==> src/rtl/nes_pad_responder.sv <==
// nes_pad_responder
//   Pad-side end of the NES serial joypad protocol, behaving like a CD4021
//   shift register. While the host holds latch high the button levels are
//   sampled; each host nes_clk rising edge then shifts one bit out on
//   data_out (active-low, A first).
//
// Ports
//   clk         system clock
//   reset       synchronous, active-high
//   latch_in    host latch pin (asynchronous to clk)
//   nes_clk_in  host shift clock pin (asynchronous to clk)
//   buttons     pressed=1, {right,left,down,up,start,select,B,A}
//   turbo_en    (NES_PAD_TURBO_EN only) bit0 = turbo A, bit1 = turbo B
//   data_out    serial data, 0 = pressed
//   frame_done  one-cycle pulse after the 8th bit has been shifted
//   bit_index   shifts completed in the current frame, 0..8
//
// Build option
//   NES_PAD_TURBO_EN  adds turbo_en and the frame/phase turbo logic.
module nes_pad_responder #(
  parameter int unsigned TIMEOUT_CYCLES = 1000000,
  parameter int unsigned TURBO_FRAMES   = 4
) (
  input  logic       clk,
  input  logic       reset,
  input  logic       latch_in,
  input  logic       nes_clk_in,
  input  logic [7:0] buttons,
`ifdef NES_PAD_TURBO_EN
  input  logic [1:0] turbo_en,
`endif
  output logic       data_out,
  output logic       frame_done,
  output logic [3:0] bit_index
);

  localparam logic [1:0] IDLE     = 2'd0;
  localparam logic [1:0] LOAD     = 2'd1;
  localparam logic [1:0] LATCHED  = 2'd2;
  localparam logic [1:0] SHIFTING = 2'd3;

  localparam int unsigned TW = (TIMEOUT_CYCLES > 2) ? $clog2(TIMEOUT_CYCLES) : 1;
  localparam logic [TW-1:0] TIMEOUT_LAST = TW'(TIMEOUT_CYCLES - 1);

  logic [1:0]    state;
  logic [7:0]    sr;
  logic [7:0]    load_val;
  logic [7:0]    shift_val;
  logic [TW-1:0] tcnt;

  logic latch_s1, latch_s2, latch_h;
  logic nclk_s1, nclk_s2, nclk_h;
  logic latch_rise, clk_rise;

  // Two-stage synchronisers plus a history stage for edge detection.
  always_ff @(posedge clk) begin
    if (reset) begin
      latch_s1 <= 1'b0;
      latch_s2 <= 1'b0;
      latch_h  <= 1'b0;
      nclk_s1  <= 1'b0;
      nclk_s2  <= 1'b0;
      nclk_h   <= 1'b0;
    end else begin
      latch_s1 <= latch_in;
      latch_s2 <= latch_s1;
      latch_h  <= latch_s2;
      nclk_s1  <= nes_clk_in;
      nclk_s2  <= nclk_s1;
      nclk_h   <= nclk_s2;
    end
  end

  assign latch_rise = latch_s2 & ~latch_h;
  assign clk_rise   = nclk_s2 & ~nclk_h;

`ifdef NES_PAD_TURBO_EN
  localparam int unsigned FW = (TURBO_FRAMES > 1) ? $clog2(TURBO_FRAMES) : 1;
  localparam logic [FW-1:0] FRAME_LAST = FW'(TURBO_FRAMES - 1);

  logic [FW-1:0] frame_cnt;
  logic          phase;

  always_ff @(posedge clk) begin
    if (reset) begin
      frame_cnt <= '0;
      phase     <= 1'b0;
    end else if (latch_rise) begin
      if (frame_cnt == FRAME_LAST) begin
        frame_cnt <= '0;
        phase     <= ~phase;
      end else begin
        frame_cnt <= frame_cnt + 1'b1;
      end
    end
  end

  // A turbo button reads released during the odd phase.
  always_comb begin
    load_val = ~buttons;
    if (phase && turbo_en[0]) load_val[0] = 1'b1;
    if (phase && turbo_en[1]) load_val[1] = 1'b1;
  end
`else
  assign load_val = ~buttons;
`endif

  assign shift_val = {1'b1, sr[7:1]};

  // Latch rise overrides everything, including a same-cycle nes_clk rise.
  always_ff @(posedge clk) begin
    if (reset) begin
      state      <= IDLE;
      sr         <= '1;
      bit_index  <= '0;
      frame_done <= 1'b0;
      tcnt       <= '0;
    end else begin
      frame_done <= 1'b0;
      if (latch_rise) begin
        state     <= LOAD;
        sr        <= load_val;
        bit_index <= '0;
        tcnt      <= '0;
      end else begin
        case (state)
          IDLE: begin
            if (clk_rise) begin
              sr <= shift_val;
              if (bit_index != 4'd8) bit_index <= bit_index + 4'd1;
            end
          end
          LOAD: begin
            if (latch_s2) begin
              sr <= load_val;
            end else begin
              state <= LATCHED;
              tcnt  <= '0;
            end
          end
          LATCHED: begin
            if (clk_rise) begin
              sr        <= shift_val;
              bit_index <= 4'd1;
              state     <= SHIFTING;
              tcnt      <= '0;
            end else if (tcnt == TIMEOUT_LAST) begin
              state     <= IDLE;
              sr        <= '1;
              bit_index <= '0;
              tcnt      <= '0;
            end else begin
              tcnt <= tcnt + 1'b1;
            end
          end
          SHIFTING: begin
            if (clk_rise) begin
              sr        <= shift_val;
              bit_index <= bit_index + 4'd1;
              tcnt      <= '0;
              if (bit_index == 4'd7) begin
                frame_done <= 1'b1;
                state      <= IDLE;
              end
            end else if (tcnt == TIMEOUT_LAST) begin
              state     <= IDLE;
              sr        <= '1;
              bit_index <= '0;
              tcnt      <= '0;
            end else begin
              tcnt <= tcnt + 1'b1;
            end
          end
          default: state <= IDLE;
        endcase
      end
    end
  end

  assign data_out = sr[0];

endmodule

==> config.mk <==
export PLATFORM = sky130hd
export DESIGN_NAME = nes_pad_responder
export DESIGN_NICKNAME = d
export VERILOG_FILES = /design/src/rtl/nes_pad_responder.sv
export SDC_FILE = /design/constraint.sdc
export NUM_CORES = 1
export LEC_CHECK = 0
export ABC_AREA = 1
export BUFFER_PORTS_ARGS = -buffer_cell sky130_fd_sc_hd__buf_4
export CAP_MARGIN = 20
export CORE_MARGIN = 5
export CORE_UTILIZATION = 60
export CTS_CLUSTER_SIZE = 24
export DETAILED_ROUTE_END_ITERATION = 8
export GPL_TIMING_DRIVEN = 1
export PLACE_DENSITY = 0.88
export SYNTH_ARGS = -nofsm -noshare
export SYNTH_HDL_FRONTEND = slang
export SYNTH_SLANG_ARGS = --single-unit
==> constraint.sdc <==
create_clock -name clk -period 2.4 [get_ports clk]
set_input_delay 0.48 -clock clk [delete_from_list [all_inputs] [get_ports clk]]
set_output_delay 0.48 -clock clk [all_outputs]
set_load 0.005 [all_outputs]
Word level (Yosys, flattened, before mapping) --
Index checks and enable logic that the tools add are counted. W data, S select, Z words.
Word-level totals: register bits after elaboration 41, bits of input ports 12, output and inout bits 6, word-level logic and storage cells 73
Operators by class: $add $sub $neg 2, equal/unequal tests 15, muxes and demuxes 24, bitwise logic cells 7, reductions and logical operators 13
Operator list (count):
- $mux W20 | 3
- $mux W8 | 5
- $pmux W20 S2 | 1
- $pmux W8 S3 | 1
- $add A20 B1 Y20 const B | 1
- $eq A20 B20 Y1 const B | 1
- $mux W4 | 5
- $ne A3 B3 Y1 const B | 4
- $pmux W4 S3 | 1
- $reduce_and A3 Y1 | 4
- $mux W2 | 5
- $ne A4 B4 Y1 const B | 2
- $not A8 Y8 | 1
- $ne A2 B2 Y1 const B | 3
- $pmux W2 S3 | 1
- $reduce_bool A3 Y1 | 2
- $add A4 B1 Y4 const B | 1
- $eq A2 B2 Y1 const B | 2
- $eq A4 B3 Y1 const B | 1
- $ne A4 B1 Y1 const B | 1
- $not A1 Y1 | 4
- $reduce_bool A4 Y1 | 1
- $reduce_or A2 Y1 | 2
- $reduce_or A4 Y1 | 1
- other kinds (6) | 8

Longest topological paths before layout --
depth in word-level cells 5, mapped depth 11, mapped depth without buffers 11

Worst setup path after synthesis --
No wires, ideal clock.
path kind flip-flop to flip-flop, start reg state[0], end reg tcnt[11], library setup time 0.114 ns, data arrival time 1.551 ns, required time 2.286 ns, slack 0.735 ns, stages on the path, launching flop included 11, path buffers 0, clock period less this slack 1.665 ns, cells stage by stage dfxtp_1 > inv_1 > ha_1 > inv_2 > nand2_4 > inv_6 > nand3_2 > nor2_2 > nand3_1 > a21oi_1 > nor2_1
On the way: longest elaborated chain between the ends 4, elaborated cells on any way between the ends 8, classes of those cells 4 x eq/ne; 1 x mux; 3 x reduce/logical
Ends and longest elaborated chain:
- start, declared | line 45 | logic [1:0] state;
- start signal, assigned | line 113 | state <= IDLE;
- start signal, assigned | line 121 | state <= LOAD;
- start signal, assigned | line 137 | state <= LATCHED;
- $eq A2 B2 Y1 | line 126 | case (state)
- $reduce_or A2 Y1 (no source line)
- $reduce_bool A2 Y1 (no source line)
- $reduce_and A2 Y1 (no source line)
- end signal, assigned | line 153 | tcnt <= tcnt + 1'b1;
- end signal, assigned | line 171 | tcnt <= tcnt + 1'b1;
- end, declared | line 49 | logic [TW-1:0] tcnt;
Several ways; a longest one is shown, not always the timed one. A chain may end at the register's enable or synchronous reset.

Worst setup path in the final report --
start reg state[0], end reg tcnt[15]
The elaborated chain is that of the path after synthesis.

==> summary.md <==
| Metric | Value |
|---|---|
| Initial Util | `62.8%` |
| Post-synth top area cell | `dfxtp_1` |
| DR vias | `2470` |
| Cells after Synth | `376` |
| Synth area leaders | `dfxtp_1 (32%), nand2_1 (12%), nand3_1 (9.2%)` |
| Post-CTS Setup Bufs | `0` |
| Multi-input logic area | `0.00150 mm2` |
| Global router's overall resource usage | `22.4%` |
| Post-detailed-route via-to-cell ratio | `5.51` |
| Overall Power | `1.90 mW` |
| Post-synth top area share | `32.2%` |
| CTS tree | `done` |
| Vias in the first global route | `2257` |
| Crit path DAT | `2.24 ns` |
| Hold Path Class | `input port to flop` |
| # hold bufs at CTS | `0` |
| First-pass GRT wire length | `9.96 mm` |
| Switching Share | `31.2%` |
| CTS resizes | `0` |
| H-tree depth | `2` |
| ANT cells | `0` |
| Crit path kind | `flop to flop` |
| RSZ-0062 raised after global routing | `false` |
| Detail Route met2 WL | `2.67 mm` |
| Internal power | `1.31 mW` |
| Psw | `0.593 mW` |
| Max-cap violations | `0` |
| Routed wire per std cell | `12.9 um` |
| Met3 WL | `339 um` |
| Dpl hpwl | `4.31 mm` |
| Achievable frequency | `500 MHz` |
| Setup violators final | `0` |
| Fin Setup TNS | `0 ns` |
| Pwr Density | `670 mW/mm2` |
| Setup Skew | `0.00717 ns` |
| Leakage | `1.22 nW` |
| Worst Path Max Fanout | `13` |
| VDD IR-drop max | `0.000491 V` |
| FF/Latch Area | `821 um2` |
| Detailed Routing Iterations Pass 1 | `5` |
| IO buf count | `17` |
| CP endpoint kind | `flop` |
| Die H | `75.1 um` |
| I/O Pins | `18` |
| Clk_lat worst skew | `0.30 ns` |
| Total grt overflow | `0` |
| Clock share of power | `34.7%` |
| Status | `complete, no violations` |
| Clk pin slew, worst setup/hold paths | `0.08 ns` |
| Seq/Total Area, Yosys | `32.2%` |
| Crit share post-route | `83.4%` |
| Max clock buf depth | `2` |
| Syn nets | `397` |
| Largest net degree at the start of global routing | `14` |
| Final hold violation count | `0` |
| Rel. slew slack | `68.6%` |
| Flops & latches, synth | `41` |
| Post-Route M1 WL | `2.63 mm` |
| Die width | `75.1 um` |
| Placer Congestion | `0.942` |
| Residual DRC | `0` |
| CTS sink cnt | `41` |
| CP Launch Type | `flop` |
| Slew Viols, Final | `0` |
| Area Growth Syn to Fin | `11.6%` |
| Routed wire length | `5.76 mm` |
| TritonCTS Buffers | `5` |
| Root Driver | `clkbuf_8` |
| Layout cell share with drive strength beyond 1 | `17.3%` |
| Min Tclk post-route | `2.00 ns` |
| Combinational power share | `25.0%` |
| Top routing layer in use | `met4` |
| Flop pwr share | `40.3%` |
| Placed Cells | `440` |
| Layout filler cell count | `335` |
| Post-route ant nets | `0` |
| Initial antenna violation count | `0` |
| Mapped Area | `0.00255 mm2` |
| Slew @ Worst Pin | `0.469 ns` |
| Critical Path RT | `2.64 ns` |
| Row count | `23` |
| Synth cell types | `34` |
| Warning count from the yosys run | `0` |
| Full die area | `0.00565 mm2` |
| Avg Cell Area, Syn | `6.77 um2` |
| Layout Cells excl Fill | `448` |
| Core footprint | `0.00406 mm2` |
| Nets | `418` |
| 1st-iter DRT viols | `236` |
==> worst max-delay path: stages, from the launching register on <==
cell and delay (ns):
dfxtp_1 0.44, inv_1 0.11, ha_1 0.28, inv_2 0.18
nand2_4 0.16, inv_6 0.14, nand3_2 0.12, nor2_2 0.17
nand2_1 0.09, nand2_1 0.06, o21ai_0 0.09, nor2_2 0.08
==> metal layers <==
metal	vias up	GRT usage [%]
met5	-	0
met2	97	36.2
met1	1107	30.4
li1	1252	-
met3	14	4.14
met4	0	6.99
==> worst paths after layout <==
path                   start  endpoint  depth (start not counted)  slack (ns)
setup / recovery    state[0]  tcnt[15]                         11        0.40
hold / removal    nes_clk_in   nclk_s1                          3        0.39
setup reg to reg    state[0]  tcnt[15]                         11        0.40
hold reg to reg      nclk_s1   nclk_s2                          2        0.40
==> power groups by stage <==
stage / registers, mW / clock network, mW / logic (mW)
after floorplan: 0.771 / 0 / 0.376
after global placement: 0.778 / 0 / 0.459
after detailed placement: 0.780 / 0 / 0.470
after CTS: 0.764 / 0.673 / 0.475
after global routing: 0.771 / 0.703 / 0.540
final: 0.766 / 0.661 / 0.476
==> metrics by stage <==
| step | util [%] | worst slack [ns] | cell area [um2] | hold slack, ns |
|---|---|---|---|---|
| final | 70.1 | 0.398 | 2840 | 0.390 |
| after global routing | 70.1 | 0.174 | 2840 | 0.391 |
| after CTS | 70.1 | 0.441 | 2840 | 0.390 |
| after detailed placement | 66.8 | 0.477 | 2710 | 0.398 |
| after global placement | 66.8 | 0.565 | 2710 | 0.389 |
| after floorplan | - | 0.735 | 2550 | 0.388 |
==> cell usage after synthesis <==
cell,number
nand2_1,79
nor2_1,51
nand3_1,47
inv_1,46
dfxtp_1,41
o21ai_0,15
a21oi_1,14
nor2_2,12
nor3_1,12
ha_1,9
nor2_4,6
inv_2,5
nand4_1,4
or2_2,4
nand2_4,3
nand3_2,3
nor3_2,3
clkbuf_1,2
nand2_2,2
nand2_8,2
o21ai_1,2
o21bai_1,2
a21oi_2,1
and2_1,1
buf_12,1
inv_6,1
nand3_4,1
nand3b_1,1
nor3_4,1
nor4_1,1
o211ai_1,1
o21a_1,1
o22ai_1,1
xor2_1,1
==> area by class of cell <==
cell class	instances	share of cell area [%]
Clock buffer	5	2.42
Sequential cell	41	28.9
Timing Repair Buffer	17	4.49
Multi-Input combinational cell	280	52.7
Inverter	52	7.04
Clock inverter	3	2.29
Tap cell	50	2.20
==> flip-flops by register name, summed over array words and instances, names as in the netlist <==
signal,count
state,2
latch_s2,1
nclk_h,1
nclk_s2,1
bit_index,4
sr,8
latch_h,1
frame_done,1
tcnt,20
nclk_s1,1
latch_s1,1
==> cell usage in the layout, fill, tap and decap left out, types with 2 or more instances in the layout <==
master / n
bufinv_16: 2
ha_1: 9
nor2_4: 6
nand2_2: 2
buf_4: 17
or2_2: 4
o21bai_1: 2
inv_1: 46
nand2_4: 3
clkbuf_8: 5
nor3_2: 3
nand4_1: 4
o21ai_0: 15
o21ai_1: 2
nand2_1: 79
nor2_1: 51
nand2_8: 2
nand3_2: 3
nor3_1: 12
nor2_2: 12
inv_2: 5
a21oi_1: 14
dfxtp_1: 41
nand3_1: 47
==> logic make-up after synthesis <==
group,Yosys count,share of synthesized area [%]
simple gates,233,46.2
flops,41,32.2
fa+ha+maj,9,4.42
buf+inv,55,8.94
xor+xnor,1,0.344
compound gates,37,7.86
Power figures use the tool's default switching activity.
